==> src/rtl/wb_serial_loader.sv <==
// Pipelined Wishbone master that drains bytes from a serial port slave and packs
// them little-endian into 32-bit words written to memory, one access at a time.
module wb_serial_loader #(
  parameter int unsigned TIMEOUT = 1024
) (
  input  logic        clk_bus,
  input  logic        rst_bus,
  input  logic        start,
  input  logic [31:0] serial_base,
  input  logic [31:0] mem_base,
  input  logic [15:0] len_words,
  output logic [31:0] adr_o,
  output logic [31:0] dat_o,
  input  logic [31:0] dat_i,
  output logic [3:0]  sel_o,
  output logic        we_o,
  output logic        cyc_o,
  output logic        stb_o,
  input  logic        ack_i,
  input  logic        err_i,
  input  logic        rty_i,
  input  logic        stall_i,
  output logic        busy,
  output logic        done,
  output logic        error
);

  localparam int TW = $clog2(TIMEOUT + 1);

  typedef enum logic [2:0] {IDLE, POLL, RDBYTE, WRITE, DONE, ERR} state_e;

  state_e        state_q;
  logic [31:0]   serialBase_q;
  logic [31:0]   memBase_q;
  logic [15:0]   lenWords_q;
  logic [15:0]   wordIdx_q;
  logic [1:0]    byteCnt_q;
  logic [3:0]    burst_q;
  logic [31:0]   word_q;
  logic [TW-1:0] tmr_q;
  logic [31:0]   adr_q;
  logic [31:0]   dat_q;
  logic          we_q;
  logic          cyc_q;
  logic          stb_q;
  logic          busy_q;
  logic          done_q;
  logic          error_q;

  logic [31:0]   rxWord;
  logic [31:0]   writeAdr;
  logic          timedOut;
  logic          unusedDatHi;

  assign adr_o = adr_q;
  assign dat_o = dat_q;
  assign we_o  = we_q;
  assign cyc_o = cyc_q;
  assign stb_o = stb_q;
  assign sel_o = 4'hF;
  assign busy  = busy_q;
  assign done  = done_q;
  assign error = error_q;

  // Only the low byte of a serial read carries data; the rest of the bus is ignored.
  assign unusedDatHi = ^dat_i[31:8];

  always_comb begin
    rxWord = word_q;
    case (byteCnt_q)
      2'd0:    rxWord[7:0]   = dat_i[7:0];
      2'd1:    rxWord[15:8]  = dat_i[7:0];
      2'd2:    rxWord[23:16] = dat_i[7:0];
      default: rxWord[31:24] = dat_i[7:0];
    endcase
    writeAdr = memBase_q + {14'd0, wordIdx_q, 2'b00};
    timedOut = !stb_q && (tmr_q == TW'(TIMEOUT - 1));
  end

  // Each bus state keeps cyc_o high until a response; the follow-up access is
  // launched at the response edge so the next request appears the very next cycle.
  always_ff @(posedge clk_bus) begin
    if (rst_bus) begin
      state_q      <= IDLE;
      serialBase_q <= '0;
      memBase_q    <= '0;
      lenWords_q   <= '0;
      wordIdx_q    <= '0;
      byteCnt_q    <= '0;
      burst_q      <= '0;
      word_q       <= '0;
      tmr_q        <= '0;
      adr_q        <= '0;
      dat_q        <= '0;
      we_q         <= 1'b0;
      cyc_q        <= 1'b0;
      stb_q        <= 1'b0;
      busy_q       <= 1'b0;
      done_q       <= 1'b0;
      error_q      <= 1'b0;
    end else begin
      done_q <= 1'b0;
      case (state_q)
        IDLE: begin
          if (start) begin
            serialBase_q <= serial_base;
            memBase_q    <= mem_base;
            lenWords_q   <= len_words;
            wordIdx_q    <= '0;
            byteCnt_q    <= '0;
            burst_q      <= '0;
            word_q       <= '0;
            tmr_q        <= '0;
            error_q      <= 1'b0;
            if (len_words == 16'd0) begin
              state_q <= DONE;
              done_q  <= 1'b1;
            end else begin
              state_q <= POLL;
              busy_q  <= 1'b1;
              cyc_q   <= 1'b1;
              stb_q   <= 1'b1;
              we_q    <= 1'b0;
              adr_q   <= serial_base | 32'd1;
            end
          end
        end

        POLL, RDBYTE, WRITE: begin
          if (stb_q && !stall_i) begin
            stb_q <= 1'b0;
            tmr_q <= '0;
          end else if (!stb_q) begin
            tmr_q <= tmr_q + TW'(1);
          end

          if (err_i || (timedOut && !ack_i && !rty_i)) begin
            state_q <= ERR;
            cyc_q   <= 1'b0;
            stb_q   <= 1'b0;
            we_q    <= 1'b0;
            busy_q  <= 1'b0;
            error_q <= 1'b1;
          end else if (rty_i) begin
            stb_q <= 1'b1;
          end else if (ack_i) begin
            if (state_q == POLL) begin
              stb_q <= 1'b1;
              if (dat_i[7:4] != 4'd0) begin
                burst_q <= dat_i[7:4];
                state_q <= RDBYTE;
                adr_q   <= serialBase_q;
              end
            end else if (state_q == RDBYTE) begin
              word_q    <= rxWord;
              byteCnt_q <= byteCnt_q + 2'd1;
              burst_q   <= burst_q - 4'd1;
              stb_q     <= 1'b1;
              if (byteCnt_q == 2'd3) begin
                state_q <= WRITE;
                adr_q   <= writeAdr;
                dat_q   <= rxWord;
                we_q    <= 1'b1;
              end else if (burst_q <= 4'd1) begin
                state_q <= POLL;
                adr_q   <= serialBase_q | 32'd1;
              end
            end else begin
              wordIdx_q <= wordIdx_q + 16'd1;
              we_q      <= 1'b0;
              if ((wordIdx_q + 16'd1) == lenWords_q) begin
                state_q <= DONE;
                done_q  <= 1'b1;
                busy_q  <= 1'b0;
                cyc_q   <= 1'b0;
                stb_q   <= 1'b0;
              end else if (burst_q != 4'd0) begin
                state_q <= RDBYTE;
                stb_q   <= 1'b1;
                adr_q   <= serialBase_q;
              end else begin
                state_q <= POLL;
                stb_q   <= 1'b1;
                adr_q   <= serialBase_q | 32'd1;
              end
            end
          end
        end

        DONE:    state_q <= IDLE;
        ERR:     state_q <= IDLE;
        default: state_q <= IDLE;
      endcase
    end
  end

endmodule

==> config.mk <==
export PLATFORM = sky130hd
export DESIGN_NAME = wb_serial_loader
export DESIGN_NICKNAME = d
export VERILOG_FILES = /design/src/rtl/wb_serial_loader.sv
export SDC_FILE = /design/constraint.sdc
export NUM_CORES = 1
export LEC_CHECK = 0
export ABC_AREA = 1
export BUFFER_PORTS_ARGS = -buffer_cell sky130_fd_sc_hd__buf_4
export CORE_UTILIZATION = 57
export DETAILED_ROUTE_END_ITERATION = 10
export GPL_TIMING_DRIVEN = 0
export PLACE_DENSITY_LB_ADDON = 0.08
export RECOVER_POWER = 25
export SLEW_MARGIN = 20
export SYNTH_ARGS = -nofsm -noshare
export SYNTH_HDL_FRONTEND = slang
export SYNTH_SLANG_ARGS = --single-unit
==> constraint.sdc <==
create_clock -name clk_bus -period 3.1 [get_ports clk_bus]
set_input_delay 0.62 -clock clk_bus [delete_from_list [all_inputs] [get_ports clk_bus]]
set_output_delay 0.62 -clock clk_bus [all_outputs]
set_load 0.01 [all_outputs]
==> results by stage <==
Placement:
- The congestion estimate from routability-driven global placement came to 0.972.
- During placement, the flow inserted port buffers numbering 162.
- The wire-length estimate of the detail-placed layout is 29100 µm.
- In this run, placement finished with an instance count of 2177.

Detailed routing:
- The ratio of routed vias to standard cells is 5.71.
- In the routed design, unresolved DRC markers number 0.
- Across all layers, the routed design uses 12672 vias.
- The overall routed net length is 38900 µm.
- The detailed-router iteration count before antenna repair is 6.
- In this run, the number of DRC markers left after iteration 0 of detailed routing was 1159.
- The average routed wire per standard cell is 17.5 µm.
- The number of nets with antenna violations after routing is 0.

Finish:
- The fraction of the core area covered by cells at the end of the flow is 69.7%.
- At the end of the flow, the number of nets in the layout was 2083.
- The synthesis-to-finish area growth is 18.3%.
- Counting the fill cells in the layout gives 1812.
- Once layout is complete, the cells apart from fillers number 2220.
- Registers take 4350 µm².
- In the final layout, the share of cells above drive strength 1 is 9.16%.
- The repair_antennas step left the layout with diodes totalling 0.
- Summing all multi-input logic gate instances after layout gives 6100 µm².

STA:
- Setup violations remaining at the end of the flow were counted as 0.
- Headroom to the max-slew limit came out at 41.7%.
- Setup total negative slack on the finished layout was measured at 0 ps.
- Timing would allow up to 345 MHz.
- The final count of pins violating max slew is 0.
- At the pin with the least slew margin, the transition time is 866 ps.
- The total count of hold-check failures in the final report is 0.
- The clock skew after layout is 13.7 ps.
- The ratio of final minimum period to clock period is 93.6%.
- Setup repair after global routing left no endpoint under its margin.
- The smallest clock period supported by the final layout is computed as 2900 ps.
- The worst hold slack is 371 ps.

Global route:
- The number of antenna violations at the first check in global routing is 0.
- The sum of overflow across all layers after global routing is 0.
- The global-route wire length before repair is 59900 µm.
- The via count of the first global-routing pass is 11665.
- The maximum number of pins on one net before global-route repair is 14.
- The global-route usage over all layers is 36.9%.

Synthesis:
- The post-synthesis register bit count is 217.
- The share of synthesized flip-flops with an asynchronous set or reset is 0%.
- Synthesis produced a netlist whose cell count is 1747.
- After synthesis, the most frequently instantiated cells are sky130_fd_sc_hd__nand2_1 (368), sky130_fd_sc_hd__a21oi_1 (230), sky130_fd_sc_hd__dfxtp_1 (217).
- The top cell type's share of synthesized area is 37.4%.
- After synthesis, the cell types taking the most area are sky130_fd_sc_hd__dfxtp_1 (37%), sky130_fd_sc_hd__nand2_1 (12%), sky130_fd_sc_hd__a21oi_1 (9.9%).
- Sequential cells were found to cover 37.4% of the synthesized design area.
- Averaged over all synthesized cells, the footprint is 6.65 µm².
- The largest area contributor in the synthesized netlist is sky130_fd_sc_hd__dfxtp_1.
- sky130_fd_sc_hd__nand2_1 is the most common cell in the netlist.
- The warning count from the yosys run is 0.
- In this run, synthesis inferred 0 flip-flops with an integrated enable.
- The count of different cell masters after synthesis is 46.
- Summing every instance area after synthesis gives 11600 µm².
- The most used flip-flop cell after synthesis is sky130_fd_sc_hd__dfxtp_1.

Critical path:
- The count of cells along the worst register-to-register path is 17.
- Walking the worst path, the cells encountered are ha_1 -> nand3_2 -> nor2_4 -> nand3_1 -> nand2_1 -> nand2_1 -> nand2_1 -> nand2_1 -> nor2_1 -> nand3_1 -> nor2_2 -> nand2_2 -> nand2_4 -> inv_4 -> buf_2 -> nor2_1 -> nor2_1.
- STA puts the critical path data required time at 3520 ps.
- The kind of capture point of the worst setup path is a register.
- The cell with the biggest individual delay on the critical path is sky130_fd_sc_hd__dfxtp_1.
- In this run the worst path has a maximum fanout of 10.
- The end of the worst register-to-register path is adr_o[11].
- The worst stage delay on the critical path is 460 ps.
- The startpoint identified for the worst register-to-register timing path is wordIdx_q[0].
- The setup check on the worst reg-to-reg path leaves a slack of 200 ps.
- The dominant cell type by count on the critical path is sky130_fd_sc_hd__nand2_1.
- STA classifies the critical path startpoint as a register.
- Data arrives at the worst endpoint at 3320 ps.
- The worst setup path is of the reg2reg kind.
- The critical path starts at wordIdx_q[0].

Clock tree:
- The number of buffers between clock root and the deepest sink is 3.
- The clock reaches the later pin of the worst-skew pair after 530 ps.
- The number of sinks driven by the clock tree is 217.
- CTS built an H-tree with a depth of 1.
- The root buffer cell is sky130_fd_sc_hd__clkbuf_16.
- In this run, CTS created clock tree buffers numbering 24.
- The clock transition at the registers of the reported paths is 70 ps.
- The CTS tree is built.

Power and ir drop:
- The clock network is responsible for 23.6% of the overall power.
- The cell internal power dissipation is 6.98 mW.
- The switching part of the total power is 44.4%.
- The highest ir drop seen on vdd is 0.566 mV.
- The logic gate share of total power is 44.5%.
- The sequential share of power is 32.0%.
- Summed over all cells, the static leakage comes to 5.74 nW.
- The total power consumption of the routed design is 12.6 mW.
- Dividing total power by cell area gives a power density of 914 nW/µm².
- Summed over all nets, the switching power comes to 5.57 mW.

Worst hold path:
- The depth of the worst hold-timing path is 3.
- The path class of the tightest hold or removal check is in2reg.
- For hold timing, the worst endpoint is memBase_q[10].
- The hold path startpoint is mem_base[10].

Die:
- In this run the horizontal extent of the chip is 145 µm.
- The initial standard-cell utilization of the core is 58.9%.
- The row count is 51.
- The core region is 19700 µm².
- The die covers 21000 µm².
- The floorplan step set the die height to 145 µm.
- 193 I/O pins were placed.

Run status:
- The run finished with clean final reports.

Job:
- The max-capacitance violation count is 0.
worst max path at each step:
stage,slack (ps),depth (start not counted),end
CTS,210,17,adr_o[11]
global placement,270,17,adr_o[10]
floorplan,920,17,adr_o[1]
detailed placement,240,17,adr_o[5]
finish,200,17,adr_o[11]
global route,30,17,adr_o[3]
layer usage:
metal,track usage (%),part of all wire (%),vias to the layer above
li1,-,-,6156
met5,0,0,-
met4,19.3,4.8,0
met3,3.95,7.9,121
met1,48.3,42,5811
met2,60.0,46,584
per-stage QoR:
stage	setup slack, ps	area (µm²)
final	199	13700
after global routing	34.2	13700
after CTS	208	14000
after detailed placement	242	13200
after global placement	271	13200
after floorplan	922	11600
cell type report:
class | instances | area share (%)
tap | 265 | 2.41
timing repair buffer | 162 | 6.97
sequential | 217 | 31.6
clock inverter | 11 | 0.929
clock buffer | 32 | 5.03
inverter | 203 | 5.56
buffer | 96 | 3.08
multi-input combinational | 1234 | 44.4
cells in the final DEF (no fill, tap or decap), types with 2 or more instances in the layout:
cell / synthesis / layout
sky130_fd_sc_hd__clkbuf_1: 69 / 140
sky130_fd_sc_hd__o21bai_1: 3 / 3
sky130_fd_sc_hd__nor3_1: 11 / 10
sky130_fd_sc_hd__bufinv_16: 0 / 2
sky130_fd_sc_hd__buf_4: 9 / 101
sky130_fd_sc_hd__nor2_4: 3 / 3
sky130_fd_sc_hd__o21ai_1: 9 / 9
sky130_fd_sc_hd__ha_1: 25 / 25
sky130_fd_sc_hd__o21a_1: 3 / 3
sky130_fd_sc_hd__xnor2_1: 7 / 7
sky130_fd_sc_hd__clkinvlp_4: 0 / 2
sky130_fd_sc_hd__nor4_1: 5 / 5
sky130_fd_sc_hd__a22oi_1: 6 / 6
sky130_fd_sc_hd__conb_1: 1 / 4
sky130_fd_sc_hd__a211oi_1: 18 / 18
sky130_fd_sc_hd__and3_1: 3 / 3
sky130_fd_sc_hd__inv_1: 201 / 201
sky130_fd_sc_hd__clkinv_2: 0 / 5
sky130_fd_sc_hd__buf_1: 5 / 5
sky130_fd_sc_hd__nor3b_1: 2 / 2
sky130_fd_sc_hd__clkbuf_16: 0 / 24
sky130_fd_sc_hd__a21oi_1: 230 / 230
sky130_fd_sc_hd__clkbuf_8: 0 / 6
sky130_fd_sc_hd__nand2_2: 3 / 3
sky130_fd_sc_hd__o211ai_1: 5 / 5
sky130_fd_sc_hd__nand3b_1: 36 / 36
sky130_fd_sc_hd__a21o_1: 3 / 3
sky130_fd_sc_hd__nand3_2: 3 / 3
sky130_fd_sc_hd__buf_6: 2 / 2
sky130_fd_sc_hd__nor2_1: 143 / 143
sky130_fd_sc_hd__nor2_2: 7 / 7
sky130_fd_sc_hd__dfxtp_1: 217 / 216
sky130_fd_sc_hd__buf_2: 11 / 11
sky130_fd_sc_hd__nand3_1: 121 / 121
sky130_fd_sc_hd__o21ai_0: 170 / 170
sky130_fd_sc_hd__a31oi_1: 12 / 12
sky130_fd_sc_hd__nand2_1: 368 / 368
sky130_fd_sc_hd__xor2_1: 5 / 5
sky130_fd_sc_hd__nand4_1: 19 / 19
worst max-delay path, delay by kind of cell, from the launching register on:
kind | cells | cell delay, ps
adder cells (fa/ha/maj) | 1 | 280
buffers and inverters | 2 | 260
flip-flops | 1 | 460
AND/OR/NAND/NOR | 14 | 1810
power by group through the flow:
stage / logic (mW) / clock network [mW] / registers (mW)
finish: 5.58 / 2.96 / 4.02
global route: 6.17 / 3.07 / 4.09
CTS: 5.61 / 2.95 / 3.99
detailed placement: 5.55 / 0 / 4.05
global placement: 5.44 / 0 / 4.03
floorplan: 3.70 / 0 / 3.98
flip-flops by register name, summed over array words and instances, names as in the netlist:
signal and flops:
burst_q 4, byteCnt_q 2, we_o 1, memBase_q 32, wordIdx_q 16, adr_o 32
lenWords_q 16, dat_o 32, tmr_q 11, serialBase_q 32, done 1, busy 1
stb_o 1, error 1, state_q 3, word_q 32
logic make-up after synthesis:
group	Yosys count	share of synthesized area (%)
AND/OR/NAND/NOR	729	27.6
AO/OA/AOI/OAI	463	21.0
buffers and inverters	299	10.2
flip-flops	217	37.4
adder cells (fa/ha/maj)	26	2.87
XOR/XNOR	12	0.905
other	1	0.0323
what timing repair did:
item | CTS | global route
buffers inserted | 0 | 0
hold buffers | 0 | 0
endpoints found under the setup margin | 0 | 5
gates resized for setup | 0 | 1
Note: power is estimated with default switching activity, not from simulation.
